File: src/rtl/bitrev_writer_pkg.sv
// fft_reorder_pkg: FSM state encoding and a width-generic bit-reversal helper.
// Rev 1.0
`default_nettype none

package fft_reorder_pkg;

    localparam logic [1:0] S_IDLE  = 2'd0;
    localparam logic [1:0] S_FILL  = 2'd1;
    localparam logic [1:0] S_DRAIN = 2'd2;

    typedef enum logic [1:0] {
        ST_IDLE  = S_IDLE,
        ST_FILL  = S_FILL,
        ST_DRAIN = S_DRAIN
    } state_e;

    // Reverses the low 'size' bits of v; bits above 'size' come back as zero.
    function automatic logic [31:0] bitrev(input logic [31:0] v, input int unsigned size);
        logic [31:0] r;
        r = '0;
        for (int i = 0; i < 32; i++) begin
            if (i < int'(size)) r[int'(size) - 1 - i] = v[i];
        end
        return r;
    endfunction

endpackage

`default_nettype wire

File: src/rtl/bitrev_writer_if.sv
// bitrev_writer_if: sample-in / sample-out handshake bundle (out_last under BITREV_WRITER_LAST_EN).
// Rev 1.0
`default_nettype none

interface bitrev_writer_if #(
    parameter int DW = 32
);
    logic          in_valid;
    logic [DW-1:0] in_data;
    logic          in_ready;
    logic          out_valid;
    logic [DW-1:0] out_data;
    logic          out_ready;
`ifdef BITREV_WRITER_LAST_EN
    logic          out_last;
`endif

    modport master (
        output in_valid, in_data, out_ready,
`ifdef BITREV_WRITER_LAST_EN
        input  out_last,
`endif
        input  in_ready, out_valid, out_data
    );

    modport slave (
        input  in_valid, in_data, out_ready,
`ifdef BITREV_WRITER_LAST_EN
        output out_last,
`endif
        output in_ready, out_valid, out_data
    );

endinterface

`default_nettype wire

File: src/rtl/bitrev_writer_ram.sv
// reorder_ram: N x DW frame buffer, one write port and one registered, enabled read port.
// Rev 1.0
`default_nettype none

module reorder_ram #(
    parameter int N    = 16,
    parameter int SIZE = 4,
    parameter int DW   = 32
) (
    input  wire logic            clk,
    input  wire logic            rst_n,
    input  wire logic            we_i,
    input  wire logic [SIZE-1:0] waddr_i,
    input  wire logic [DW-1:0]   wdata_i,
    input  wire logic            re_i,
    input  wire logic [SIZE-1:0] raddr_i,
    output logic      [DW-1:0]   rdata_o
);

    logic [DW-1:0] mem_q [N];
    logic [DW-1:0] rdata_q;

    always_ff @(posedge clk) begin
        if (we_i) mem_q[waddr_i] <= wdata_i;
    end

    // Only the output register is cleared; the array keeps its contents.
    always_ff @(posedge clk) begin
        if (!rst_n)    rdata_q <= '0;
        else if (re_i) rdata_q <= mem_q[raddr_i];
    end

    assign rdata_o = rdata_q;

endmodule

`default_nettype wire

File: src/rtl/bitrev_writer.sv
// bitrev_writer: buffers one frame written in bit-reversed order, drains it sequentially.
// Optional out_last via BITREV_WRITER_LAST_EN. Rev 1.0
`default_nettype none

module bitrev_writer
    import fft_reorder_pkg::*;
#(
    parameter int N    = 16,
    parameter int SIZE = 4,
    parameter int DW   = 32
) (
    input  wire logic        clk,
    input  wire logic        rst_n,
    bitrev_writer_if.slave   bus,
    output logic             busy
);

    state_e            state_q, state_d;
    logic [SIZE-1:0]   wr_cnt_q, wr_cnt_d;
    logic [SIZE-1:0]   rd_cnt_q, rd_cnt_d;
    logic              rd_done_q, rd_done_d;
    logic              out_valid_q, out_valid_d;

    logic              w_in_hs;
    logic              w_out_hs;
    logic              w_rd_en;
    logic [SIZE-1:0]   w_wr_addr;

    assign bus.in_ready = (state_q != ST_DRAIN);
    assign w_in_hs      = bus.in_valid && bus.in_ready;
    assign w_out_hs     = out_valid_q && bus.out_ready;
    // Fetch the next sample whenever the output register is empty or being consumed.
    assign w_rd_en      = (state_q == ST_DRAIN) && !rd_done_q && (!out_valid_q || bus.out_ready);
    assign w_wr_addr    = SIZE'(bitrev(32'(wr_cnt_q), SIZE));

    always_comb begin
        state_d     = state_q;
        wr_cnt_d    = wr_cnt_q;
        rd_cnt_d    = rd_cnt_q;
        rd_done_d   = rd_done_q;
        out_valid_d = out_valid_q;
        case (state_q)
            ST_IDLE, ST_FILL: begin
                if (w_in_hs) begin
                    wr_cnt_d = wr_cnt_q + 1'b1;
                    state_d  = (wr_cnt_q == SIZE'(N - 1)) ? ST_DRAIN : ST_FILL;
                end
            end
            ST_DRAIN: begin
                if (w_rd_en) begin
                    rd_cnt_d    = rd_cnt_q + 1'b1;
                    rd_done_d   = (rd_cnt_q == SIZE'(N - 1));
                    out_valid_d = 1'b1;
                end else if (w_out_hs) begin
                    out_valid_d = 1'b0;
                    if (rd_done_q) begin
                        rd_done_d = 1'b0;
                        state_d   = ST_IDLE;
                    end
                end
            end
            default: state_d = ST_IDLE;
        endcase
    end

    always_ff @(posedge clk) begin
        if (!rst_n) begin
            state_q     <= ST_IDLE;
            wr_cnt_q    <= '0;
            rd_cnt_q    <= '0;
            rd_done_q   <= 1'b0;
            out_valid_q <= 1'b0;
        end else begin
            state_q     <= state_d;
            wr_cnt_q    <= wr_cnt_d;
            rd_cnt_q    <= rd_cnt_d;
            rd_done_q   <= rd_done_d;
            out_valid_q <= out_valid_d;
        end
    end

    reorder_ram #(
        .N    (N),
        .SIZE (SIZE),
        .DW   (DW)
    ) u_ram (
        .clk     (clk),
        .rst_n   (rst_n),
        .we_i    (w_in_hs),
        .waddr_i (w_wr_addr),
        .wdata_i (bus.in_data),
        .re_i    (w_rd_en),
        .raddr_i (rd_cnt_q),
        .rdata_o (bus.out_data)
    );

    assign bus.out_valid = out_valid_q;
    assign busy          = (state_q != ST_IDLE);

`ifdef BITREV_WRITER_LAST_EN
    // The final address has been fetched exactly while index N-1 sits in the output register.
    assign bus.out_last = out_valid_q && rd_done_q;
`endif

endmodule

`default_nettype wire

File: src/flat_wrapper.sv
// flat-port wrapper written by rule: the top's interface ports become plain ports
module bitrev_writer_flat import fft_reorder_pkg::*;
#(
    parameter int N    = 16,
    parameter int SIZE = 4,
    parameter int DW   = 32
)
  (clk, rst_n, busy, bus_in_valid, bus_in_data, bus_out_ready, bus_in_ready, bus_out_valid, bus_out_data);
  bitrev_writer_if #(.DW(DW)) bus_i ();
  input  wire logic clk;
  input  wire logic rst_n;
  output logic busy;
  input wire logic [$bits(bus_i.in_valid)-1:0] bus_in_valid;
  input wire logic [$bits(bus_i.in_data)-1:0] bus_in_data;
  input wire logic [$bits(bus_i.out_ready)-1:0] bus_out_ready;
  output wire logic [$bits(bus_i.in_ready)-1:0] bus_in_ready;
  output wire logic [$bits(bus_i.out_valid)-1:0] bus_out_valid;
  output wire logic [$bits(bus_i.out_data)-1:0] bus_out_data;
  assign bus_i.in_valid = bus_in_valid;
  assign bus_i.in_data = bus_in_data;
  assign bus_i.out_ready = bus_out_ready;
  assign bus_in_ready = bus_i.in_ready;
  assign bus_out_valid = bus_i.out_valid;
  assign bus_out_data = bus_i.out_data;
  bitrev_writer #(.N(N), .SIZE(SIZE), .DW(DW)) u_core (.clk(clk), .rst_n(rst_n), .bus(bus_i), .busy(busy));
endmodule
File: config.mk
export PLATFORM = sky130hd
export DESIGN_NAME = bitrev_writer_flat
export DESIGN_NICKNAME = d
export VERILOG_FILES = /design/src/rtl/bitrev_writer_pkg.sv /design/src/rtl/bitrev_writer_if.sv /design/src/rtl/bitrev_writer_ram.sv /design/src/rtl/bitrev_writer.sv /design/src/flat_wrapper.sv
export SDC_FILE = /design/constraint.sdc
export NUM_CORES = 1
export LEC_CHECK = 0
export CAP_MARGIN = 40
export CORE_ASPECT_RATIO = 1.1
export CORE_MARGIN = 5
export CORE_UTILIZATION = 65
export CTS_BUF_LIST = sky130_fd_sc_hd__clkbuf_4
export DETAILED_ROUTE_END_ITERATION = 12
export GPL_TIMING_DRIVEN = 0
export PLACE_DENSITY = 0.95
export SYNTH_ARGS = -nofsm -noshare
export SYNTH_HDL_FRONTEND = slang
export SYNTH_SLANG_ARGS = --single-unit
export TNS_END_PERCENT = 5
File: constraint.sdc
create_clock -name clk -period 9 [get_ports clk]
set_clock_uncertainty 0.2 [all_clocks]
set_input_delay 0.9 -clock clk [delete_from_list [all_inputs] [get_ports clk]]
set_output_delay 0.9 -clock clk [all_outputs]
set_load 0.05 [all_outputs]
# After elaboration in Yosys (flattened, before gate mapping)
# Memory sizes are Yosys's and may differ from the RTL's. A register that Yosys moved wholly into a read port is not among the register bits.
# Index checks and enable logic that the tools add are counted.
dict set report op_classes {
  n_reduce_logical 16
  n_eq_ne 9
  mux 11
  add_sub_neg 2
}
# op n
set op_table {}
lappend op_table {{$mux 2} 5}
lappend op_table {{$add 4x1->4 const B} 2}
lappend op_table {{$eq 4x4->1 const B} 2}
lappend op_table {{$ne 2x2->1 const B} 3}
lappend op_table {{$reduce_and 2->1} 3}
lappend op_table {{$mux 1} 5}
lappend op_table {{$logic_and 1x1->1} 4}
lappend op_table {{$ne 2x1->1 const B} 2}
lappend op_table {{$pmux 2 s2} 1}
lappend op_table {{$reduce_and 4->1} 1}
lappend op_table {{$reduce_bool 2->1} 2}
lappend op_table {{$logic_not 1->1} 3}
lappend op_table {{$eq 2x1->1 const B} 1}
lappend op_table {{$eq 2x2->1 const B} 1}
lappend op_table {{$logic_not 2->1} 1}
lappend op_table {{$reduce_or 2->1} 1}
lappend op_table {{$logic_or 1x1->1} 1}
dict set report totals {
  wordCells 44
  mem_bits_rw 512
  output_inout_bits 35
  n_memories 1
  regBits 12
}
# memory words word_bits read_ports rd_clocked_by_memory_dff wr line_no
set mem_list {}
lappend mem_list {u_core.u_ram.mem_q 16 32 1 1 1 bitrev_writer_ram.sv:20} ;# logic [DW-1:0] mem_q [N];

# Logic depth before layout (Yosys ltp)
dict set report logic_depth {
  ltp_word 5
  depth_mapped 7
  mapped_depth_nobuf 5
}

# By module
# From an unflattened synthesis, not the netlist that was laid out.
dict set report hier_totals {
  cells_unflattened 1276
  area_unflattened_um2 21480.6
}
# mod cells_per_inst seq_area_each_um2 area_each_um2 instances
set modules_own_cells {}
lappend modules_own_cells {reorder_ram 1216 16015.4 20866.3 1}
lappend modules_own_cells {bitrev_writer 60 240.2 614.3 1}

# Worst setup path before layout
# OpenSTA, ideal clock, no wires.
dict set report synth_timing {
  path_kind {register to register}
  start {reg u_core.state_q[0]}
  end {mem u_core.u_ram.mem_q[4][0], enable pin}
  required_ns 8.339
  stages_incl_launch_ff 5
  path_slack_ns 4.910
  setup_ns 0.461
  synth_period_minus_slack_ns 4.090
  arrival_ns 3.429
  path_buffers 0
  cell_sequence {dfxtp_1 nand2b_1 and2_1 nand2_1 nor3_1}
}
dict set report synth_via {
  elab_chain_cells 4
}
# item line_no
set synth_lines {}
lappend synth_lines {{start, declared} bitrev_writer.sv:18} ;# state_e state_q, state_d;
lappend synth_lines {{start signal, assigned} bitrev_writer.sv:74} ;# state_q <= state_d;
lappend synth_lines {{$ne 2x2->1} bitrev_writer.sv:29} ;# assign bus.in_ready = (state_q != ST_DRAIN);
lappend synth_lines {{named net bus_in_ready} flat_wrapper.sv:16} ;# output wire logic [$bits(bus_i.in_ready)-1:0] bus_in_ready;
lappend synth_lines {{$logic_and 1x1->1} bitrev_writer.sv:30} ;# assign w_in_hs = bus.in_valid && bus.in_ready;
lappend synth_lines {{$mux 1} bitrev_writer_ram.sv:24} ;# if (we_i) mem_q[waddr_i] <= wdata_i;
lappend synth_lines {{$mux 1 (not written as such)} bitrev_writer_ram.sv:24}
lappend synth_lines {{end, declared} bitrev_writer_ram.sv:20}
# The timed path passes the listed nets, and every way through them passes these cells.

# Final worst setup path
dict set report layout_timing {
  start {reg u_core.state_q[0]}
  end {out bus_in_ready}
}
dict set report layout_via {
  elab_chain_cells 1
}
# item line_no
set layout_lines {}
lappend layout_lines {{$ne 2x2->1} bitrev_writer.sv:29}
lappend layout_lines {{end, declared} flat_wrapper.sv:16}
# Every way passes these cells.

==> impl_metrics.ini <==
[clock_network]
ctsResizeCount = 0
cts_buffers = 133
clkTransAtPathRegs_ns = 0.08
cts-root-buf = clkbuf_4
cts_tree = built
post_cts_buffers = 0
clock_latency_ns = 0.83
holdBufCountCts = 0
htree_levels = 4
clockBufferDepth = 3
clock_sinks = 556

[placed_design]
place_ws_ns = 5.18
dp_hpwl_um = 31600
io_buffers = 70
gp_congestion = 0.772

[synthesis]
synth_fp_nets = 1062
yosysSeqAreaShare_pct = 77.8
ys_seq_elements = 556
yosys_warnings = 0
synth_ff_type = edfxtp_1
async_flop_share_pct = 0
synth_area_um2 = 20900
synth.distinct_cells = 38
synth-edff-count = 512
synthCells = 1021
avgSynthCellArea_um2 = 20.5

[routing]
drt-vias-per-instance = 6.91
ant_nets = 0
wl_um = 54500
drc = 0
drt-initial-drc-count = 1725
via_count = 12200
post_drt_wl_per_cell_um = 30.7
drt_first_pass_iters = 6

[global_routing]
grt_pass1_wl_um = 80600
grtUsageMet2_pct = 52.4
grt_max_degree = 25
use_met3_pct = 8.34
busiest_layer = met2
grt_usage_pct = 30.8
grt_antenna_before_repair = 3
grt-ovfl-total = 0
grt_pass1_vias = 13100
use_met1_pct = 36.8

[critical_path]
path_buf_inv = 1
crit_required_ns = 7.90
crit_path_start_kind = flop
slowest_stage = clkdlybuf4s50_1
reg2reg_from = u_core.state_q[0]
path_class = flop to output pin
end_kind = output pin
r2r-end = u_core.u_ram.mem_q[8][24]
worstPathCellList = nand2b_1 > clkdlybuf4s50_1
crit_fanout = 5
cp_top_family = buffers and inverters
rr_worst_depth = 7
max_stage_delay_ns = 0.84
regToRegSetupSlack_ns = 6.15
cp.arrival_ns = 2.33

[hold_path]
holdCritPathClass = flop to flop
hold_depth = 1
holdPathEnd = u_core.state_q[0]
holdCritStartpoint = u_core.state_q[1]

[floorplanning]
ios = 71
fp.coreArea_um2 = 31600
start_util_pct = 66.2
dieWidth_um = 181
die-area_um2 = 35800
die_y_um = 198
num_rows = 68

[cells_and_area]
seq_area_um2 = 16300
num-nets-final = 1295
multi_input_area_um2 = 4390
syn_to_final_growth_pct = 16.8
fillers = 1477
fin_util_pct = 77.3
drive_above_1_share_pct = 28.6

[power_and_ir_drop]
p_leak_nw = 7.81
comb_power_share_pct = 2.5
p_int_mw = 3.99
powerDensity_nw_per_um2 = 210
p_clk_share_pct = 41.6
pwr-share-seq_pct = 55.9
ir_drop_uv = 143
power.net_switching_mw = 1.13
p_sw_share_pct = 22.0

[job]
cap_violations = 0

[timing]
relSlewSlack_pct = 34.9
drv_slew = 0
fmax_mhz = 291
fin_setup_tns_ns = 0
worst_pin_slew_ns = 0.971
postLayoutSetupSlackWorst_ns = 5.57
setup_viol = 0
finalCritPeriodShare_pct = 38.1
fin_crit_ns = 3.43
rsz0062_at_grt = no
finalHoldViolCount = 0

[run_status]
outcome = completed
-- per-layer routing --
layer,vias to the layer above,part of all wire [%]
met5,-,0.024
met4,2,5.0
met3,255,12
met2,1118,51
met1,6087,32
li1,4781,-
-- synthesized netlist by cell type (8+ instances only) --
master	instances	share of area [%]
buf_2	19	0.46
dfxtp_1	44	4.2
edfxtp_1	512	74
a21oi_1	35	0.84
nand2_1	10	0.18
mux4_2	95	10
o22ai_1	31	0.93
nor2_1	23	0.41
o21ai_0	30	0.72
a211oi_1	31	1.1
clkbuf_1	20	0.36
a22oi_1	31	1.1
buf_6	8	0.43
buf_4	10	0.36
mux2i_1	66	3.2
-- placed cells by master, fill, tap and decap left out, drive strengths merged, types with 3 or more instances in the layout --
cell,count
mux4,95
edfxtp,512
inv,5
dfxtp,44
mux2i,66
xor2,4
buf,66
nand2,10
nand3b,4
clkbuf,211
nor2,23
ha,5
nand4,3
clkinv,31
a21oi,35
a22oi,31
nor2b,3
nand2b,5
o21ai,33
nand3,4
clkinvlp,5
clkdlybuf4s50,70
bufinv,4
a211oi,31
o22ai,31
a31oi,3
nor3,5
-- flip-flops by register name (all words and copies together), names as in the netlist --
register and cells:
u_core.state_q 2, u_core.u_ram.rdata_o 32, u_core.u_ram.mem_q 512, u_core.wr_cnt_q 4, u_core.bus.out_valid 1, u_core.rd_done_q 1, u_core.rd_cnt_q 4
-- how the worst max path moves through the flow --
stage / to / cells past startpoint / start / slack, ns
CTS: bus_in_ready / 2 / u_core.state_q[0] / 5.55
floorplan: u_core.u_ram.mem_q[4][0] / 4 / u_core.state_q[0] / 4.91
global route: bus_in_ready / 2 / u_core.state_q[0] / 5.49
finish: bus_in_ready / 2 / u_core.state_q[0] / 5.57
global placement: u_core.u_ram.mem_q[8][23] / 4 / bus_in_valid / 2.09
detailed placement: u_core.u_ram.mem_q[4][23] / 6 / bus_in_valid / 5.18
-- logic make-up (layout without fill, tap and decap cells) --
family,Yosys count,in the layout,synth area share [%]
mux,162,162,13.5
compound gates,167,167,5.00
simple gates,63,63,1.50
other cells,0,2,0
xor+xnor,6,6,0.251
fa+ha+maj,5,5,0.299
flops,556,556,77.8
buf+inv,62,392,1.70
-- power groups by stage --
stage	clock (mW)	combinational, mW	sequential [mW]
6_report	2.13	0.130	2.86
5_1_grt	2.29	0.137	2.86
4_1_cts	2.13	0.127	2.86
3_5_place_dp	0	0.125	2.91
3_3_place_gp	0	0.105	2.91
2_1_floorplan	0	0.0485	2.91
-- layout make-up --
| cell class | count | share of cell area (%) |
|---|---|---|
| flip-flops and latches | 556 | 66.6 |
| multi-input cells | 403 | 18.0 |
| clock buffers | 190 | 5.84 |
| repair buffers | 98 | 4.74 |
| well taps | 420 | 2.15 |
| plain buffers | 59 | 1.41 |
| clock inverters | 42 | 1.19 |
| inverters | 3 | 0.0461 |
| diodes | 2 | 0.0205 |
-- per-stage QoR --
step	hold WS [ns]	std cells	power [mW]	area [um^2]
after floorplan	0.271	1021	2.96	20900
after global placement	0.298	1511	3.02	22100
after CTS	0.337	1769	5.12	24400
final	0.343	1773	5.11	24400
after detailed placement	0.313	1537	3.04	22600
after global routing	0.379	1773	5.28	24400
(Power assumes the default switching activity.)
